File: src/rtl/alu_result_stage_pkg.sv
// Shared ALU definitions: default widths, wide-result opcodes and the result stage state encoding.
package alu_result_stage_pkg;

    localparam int unsigned DATA_W_DEF = 32;
    localparam int unsigned OP_W       = 5;

    localparam logic [OP_W-1:0] OP_MUL = 5'b01110;
    localparam logic [OP_W-1:0] OP_DIV = 5'b01111;

    typedef enum logic [1:0] {
        ST_IDLE    = 2'd0,
        ST_SEND_LO = 2'd1,
        ST_SEND_HI = 2'd2,
        ST_DONE    = 2'd3
    } stage_state_e;

endpackage

File: src/rtl/stage_timeout_counter.sv
// Bus wait counter: clears on load, counts stalled cycles and flags the terminal count.
module stage_timeout_counter #(
    parameter int unsigned TIMEOUT = 16
) (
    input  logic clk,
    input  logic rst_n,
    input  logic load,
    input  logic inc,
    output logic tc_c
);

    localparam int unsigned CNT_W = $clog2(TIMEOUT + 1);

    logic [CNT_W-1:0] count;

    always_ff @(posedge clk or negedge rst_n) begin
        if (!rst_n) begin
            count <= '0;
        end else if (load) begin
            count <= '0;
        end else if (inc && !tc_c) begin
            count <= count + CNT_W'(1);
        end
    end

    assign tc_c = (count == CNT_W'(TIMEOUT - 1));

endmodule

File: src/rtl/alu_result_stage.sv
// ALU result write-back stage: captures a result and drives it to the bus as one beat (Rz) or two beats (LO, HI).
module alu_result_stage
    import alu_result_stage_pkg::*;
#(
    parameter int unsigned     DATA_W  = DATA_W_DEF,
    parameter logic [OP_W-1:0] MUL_OP  = OP_MUL,
    parameter logic [OP_W-1:0] DIV_OP  = OP_DIV,
    parameter int unsigned     TIMEOUT = 16
) (
    input  logic                clk,
    input  logic                clear,
    input  logic                start,
    input  logic [OP_W-1:0]     opcode,
    input  logic [2*DATA_W-1:0] c_in,
    input  logic                abort,
    input  logic                bus_ready,
    output logic [DATA_W-1:0]   z_high,
    output logic [DATA_W-1:0]   z_low,
    output logic [DATA_W-1:0]   bus_out,
    output logic                bus_valid,
    output logic                rz_wr,
    output logic                lo_wr,
    output logic                hi_wr,
    output logic                busy,
    output logic                done,
    output logic                err
);

    stage_state_e      state;
    stage_state_e      state_next;
    logic [OP_W-1:0]   op_q;
    logic [OP_W-1:0]   op_next;
    logic [DATA_W-1:0] z_high_next;
    logic [DATA_W-1:0] z_low_next;
    logic [DATA_W-1:0] bus_out_next;
    logic              err_next;
    logic              in_send;
    logic              tc_c;
    logic              cnt_load;
    logic              cnt_inc;

    function automatic logic is_wide(input logic [OP_W-1:0] op);
        return (op == MUL_OP) || (op == DIV_OP);
    endfunction

    assign in_send  = (state == ST_SEND_LO) || (state == ST_SEND_HI);
    assign cnt_load = (state_next != state);
    assign cnt_inc  = in_send && !bus_ready;

    stage_timeout_counter #(
        .TIMEOUT (TIMEOUT)
    ) u_timeout (
        .clk   (clk),
        .rst_n (clear),
        .load  (cnt_load),
        .inc   (cnt_inc),
        .tc_c  (tc_c)
    );

    // Next state, capture and timeout decision; abort overrides everything.
    always_comb begin
        state_next  = state;
        op_next     = op_q;
        z_high_next = z_high;
        z_low_next  = z_low;
        err_next    = 1'b0;
        if (abort) begin
            state_next = ST_IDLE;
        end else begin
            case (state)
                ST_IDLE: begin
                    if (start) begin
                        z_high_next = c_in[2*DATA_W-1:DATA_W];
                        z_low_next  = c_in[DATA_W-1:0];
                        op_next     = opcode;
                        state_next  = ST_SEND_LO;
                    end
                end
                ST_SEND_LO: begin
                    if (bus_ready) begin
                        state_next = is_wide(op_q) ? ST_SEND_HI : ST_DONE;
                    end else if (tc_c) begin
                        state_next = ST_IDLE;
                        err_next   = 1'b1;
                    end
                end
                ST_SEND_HI: begin
                    if (bus_ready) begin
                        state_next = ST_DONE;
                    end else if (tc_c) begin
                        state_next = ST_IDLE;
                        err_next   = 1'b1;
                    end
                end
                default: state_next = ST_IDLE;
            endcase
        end
    end

    always_comb begin
        bus_out_next = '0;
        case (state_next)
            ST_SEND_LO: bus_out_next = z_low_next;
            ST_SEND_HI: bus_out_next = z_high_next;
            default:    bus_out_next = '0;
        endcase
    end

    // Outputs are registered from the next state so they line up with the state they describe.
    always_ff @(posedge clk or negedge clear) begin
        if (!clear) begin
            state     <= ST_IDLE;
            op_q      <= '0;
            z_high    <= '0;
            z_low     <= '0;
            bus_out   <= '0;
            bus_valid <= 1'b0;
            rz_wr     <= 1'b0;
            lo_wr     <= 1'b0;
            hi_wr     <= 1'b0;
            busy      <= 1'b0;
            done      <= 1'b0;
            err       <= 1'b0;
        end else begin
            state     <= state_next;
            op_q      <= op_next;
            z_high    <= z_high_next;
            z_low     <= z_low_next;
            bus_out   <= bus_out_next;
            bus_valid <= (state_next == ST_SEND_LO) || (state_next == ST_SEND_HI);
            rz_wr     <= (state_next == ST_SEND_LO) && !is_wide(op_next);
            lo_wr     <= (state_next == ST_SEND_LO) && is_wide(op_next);
            hi_wr     <= (state_next == ST_SEND_HI);
            busy      <= (state_next != ST_IDLE);
            done      <= (state_next == ST_DONE);
            err       <= err_next;
        end
    end

endmodule

File: config.mk
export PLATFORM = sky130hd
export DESIGN_NAME = alu_result_stage
export DESIGN_NICKNAME = d
export VERILOG_FILES = /design/src/rtl/alu_result_stage_pkg.sv /design/src/rtl/stage_timeout_counter.sv /design/src/rtl/alu_result_stage.sv
export SDC_FILE = /design/constraint.sdc
export NUM_CORES = 1
export LEC_CHECK = 0
export BUFFER_PORTS_ARGS = -buffer_cell sky130_fd_sc_hd__buf_2
export CAP_MARGIN = 25
export CELL_PAD_IN_SITES_DETAIL_PLACEMENT = 1
export CELL_PAD_IN_SITES_GLOBAL_PLACEMENT = 1
export CORE_MARGIN = 5
export CORE_UTILIZATION = 40
export CTS_BUF_LIST = sky130_fd_sc_hd__clkbuf_4
export CTS_CLUSTER_SIZE = 10
export DETAILED_ROUTE_END_ITERATION = 6
export GPL_TIMING_DRIVEN = 0
export PLACE_DENSITY = 0.81
export SLEW_MARGIN = 20
export SYNTH_ARGS = -nofsm -noshare
export SYNTH_HDL_FRONTEND = slang
export SYNTH_SLANG_ARGS = --single-unit
File: constraint.sdc
create_clock -name clk -period 3.4 [get_ports clk]
set_input_delay 0.34 -clock clk [delete_from_list [all_inputs] [get_ports clk]]
set_output_delay 0.34 -clock clk [all_outputs]
set_load 0.02 [all_outputs]
==> results.yml <==
status:
  status: "complete, no violations"
worst_setup_path:
  crit_type: "reg -> reg"
  critical_path.most_common_cell: "ha_1"
  timing.critical_path.buf_inv: 3
  reg2reg_to: "bus_out[3]"
  critPathLaunchType: "flop"
  r2r_cells: 12
  cp.required_ns: 3.82
  crit_path_end_kind: "flop"
  cpPeakStageDelay_ns: 0.48
  timing.rr.start: "u_timeout.count[0]"
  critPathSlowestCell: "clkbuf_1"
  crit_cells: 12
  critPathArrivalTime_ns: 3.49
  critPathTopFamily: "buffers and inverters"
  worstPathCellList: "ha_1 -> and3_1 -> ha_1 -> inv_1 -> a21oi_1 -> o31ai_1 -> and2_1 -> ha_1 -> buf_1 -> clkbuf_1 -> a22oi_1 -> nor2b_1"
  ff2ff_setup_slack_ns: 0.32
  crit_fanout: 10
global_route:
  grt_pass1_wl_um: 21600
  grt_pass1_vias: 3976
  grt_max_degree: 69
  grt.overflow.total: 0
  grt.total_usage_pct: 19.6
  antenna_found_initial: 0
clock_tree:
  cts_tree: "yes"
  clock_path_buffers: 2
  clock_latency_ns: 0.50
  cts.clk_slew.worst_paths_ns: 0.10
  cts-root-buf: "clkbuf_4"
  clock_sinks: 114
  numCtsBuffers: 17
  h-tree-depth: 4
floorplanning:
  die_w_um: 118
  die_h_um: 118
  fp.coreArea_um2: 11400
  initial_core_util_pct: 40.7
  die_area_um2: 13800
  ios: 177
  std_cell_rows: 39
sta:
  fmax_mhz: 325
  tightestPinTransition_ns: 0.724
  grt_setup_unrepaired: "false"
  drv_slew: 0
  fin_ws_ns: 0.325
  whs_ns: 0.0833
  hold_viol: 0
  fin_setup_tns_ns: 0
  finalClockSkew_ns: 0.0147
  setup_violations: 0
  slew_headroom_pct: 51.0
  fin_crit_ns: 3.08
  finalCritPeriodShare_pct: 90.4
routing:
  vias: 3393
  drt_iter0_drc: 140
  dr.pass1.iters: 4
  wire_per_inst_um: 19.3
  routed_wl_um: 13100
  antenna_left: 0
  drc: 0
  viasPerCell: 5.00
finish:
  n_antenna_cell: 0
  postLayoutCoreUtil_pct: 53.1
  syn_to_final_growth_pct: 30.4
  nNetsFinal: 606
  drive_above_1_share_pct: 53.3
placement:
  gp_congestion: 0.790
  pre_cts_slack_ns: 0.207
  port_buffers: 175
  post-dp-hpwl_um: 9730
logic_synthesis:
  yosysSeqAreaShare_pct: 61.6
  synthFlopType: "dfrtp_1"
  ys_seq_elements: 114
  synth_cell_types: 38
  syn_area_um2: 4630
  synth_cells: 324
  syn-num-nets: 408
  syn_area_per_cell_um2: 14.3
  synth-edff-count: 0
  yosysWarnings: 0
  async_flop_share_pct: 100
flow_run:
  max-cap-violations: 0
hold_path:
  hp-class: "in -> reg"
  hold_end: "op_q[4]"
  min_from: "opcode[4]"
  whs_path_depth: 2
power_and_ir_drop:
  p_leak_nw: 3.03
  ir_drop_mv: 0.327
  p_per_area_nw_per_um2: 780
[worst reg2reg max path: stages, from the launching register on]
cell and delay [ns]:
dfrtp_1 0.42, ha_1 0.22, and3_1 0.19, ha_1 0.24, inv_1 0.08, a21oi_1 0.06, o31ai_1 0.27, and2_1 0.24
ha_1 0.16, buf_1 0.32, clkbuf_1 0.48, a22oi_1 0.15, nor2b_1 0.16
[cells in the final DEF (no fill, tap or decap), types with 3 or more instances in the layout]
cell type / Yosys / routed
clkinv_1: 0 / 4
mux2_2: 58 / 58
nand2_1: 5 / 5
dfrtp_1: 114 / 114
nor2b_1: 34 / 34
clkbuf_1: 9 / 7
bufinv_16: 0 / 3
buf_2: 5 / 179
nor2_1: 4 / 4
inv_1: 6 / 6
clkinvlp_4: 0 / 3
ha_1: 10 / 10
mux2_4: 10 / 10
clkinv_2: 0 / 3
a22oi_1: 32 / 32
dlygate4sd3_1: 0 / 3
clkbuf_4: 0 / 19
nor3_1: 4 / 4
[Yosys cell counts, drive strengths merged (4+ instances only)]
cell	instances	area, um^2
a22oi	32	240
buf	8	47.5
clkbuf	9	33.8
dfrtp	114	2850
ha	10	125
inv	6	22.5
mux2	68	803
nand2	5	18.8
nor2	4	15.0
nor2b	34	213
nor3	4	20.0
[per-layer routing]
layer  share of wire (%)  GRT usage (%)  vias to the layer above  wire length [um]
met5                   0              0                        -                 0
met2                  51           33.8                      125              6680
met4                 1.2           4.80                        0               160
li1                    -              -                     1550                 -
met1                  40           22.3                     1706              5210
met3                 7.8           8.89                       12              1020
[final cells by class]
class	instances	area (um^2)
plain buffers	17	83.8
clock buffers	19	143
clock inverters	13	143
fillers	1262	5330
inverters	6	22.5
multi-input cells	187	1670
flip-flops and latches	114	2850
well taps	143	179
repair buffers	179	940
[kinds of logic after synthesis]
family | synth area share (%)
AND/OR/NAND/NOR | 7.97
AO/OA/AOI/OAI | 7.35
adder cells (fa/ha/maj) | 2.70
multiplexers | 17.6
flip-flops | 61.6
XOR/XNOR | 0.568
buffers and inverters | 2.24
[what timing repair did]
action / CTS / global route
setup buffers: 0 / 0
hold buffers: 1 / 2
gates resized for setup: 0 / 4
setup endpoints to repair: 0 / 9
endpoints found under the hold margin: 46 / 2
[per-stage QoR]
stage | std cells | instance area [um^2] | total power, W
6_report | 678 | 6040 | 0.00471
3_3_place_gp | 642 | 5690 | 0.00366
3_5_place_dp | 643 | 5720 | 0.00374
5_1_grt | 678 | 6040 | 0.00502
4_1_cts | 676 | 6010 | 0.00477
2_1_floorplan | 324 | 4630 | 0.00304
[worst max-delay path by stage]
stage,endpoint,slack [ns],from
floorplan,bus_out[18],0.98,u_timeout.count[0]
global placement,bus_out[25],0.35,u_timeout.count[0]
detailed placement,bus_out[25],0.21,u_timeout.count[0]
CTS,bus_out[25],0.15,u_timeout.count[0]
global route,bus_out[31],0.04,u_timeout.count[0]
finish,bus_out[3],0.32,u_timeout.count[0]
[power breakdown]
group / total [W] / internal, W / switching, W
Clock: 0.00102 / 0.000512 / 0.000505
Combinational: 0.00178 / 0.000713 / 0.00107
Sequential: 0.00191 / 0.00172 / 0.000184
Total: 0.00471 / 0.00295 / 0.00176
[state kept, by name, summed over array words and instances (netlist names)]
signal           cells
bus_out             32
z_high              32
z_low               32
u_timeout.count      5
op_q                 4
state                2
bus_valid            1
busy                 1
done                 1
err                  1
hi_wr                1
lo_wr                1
rz_wr                1
Power figures use the tool's default switching activity.
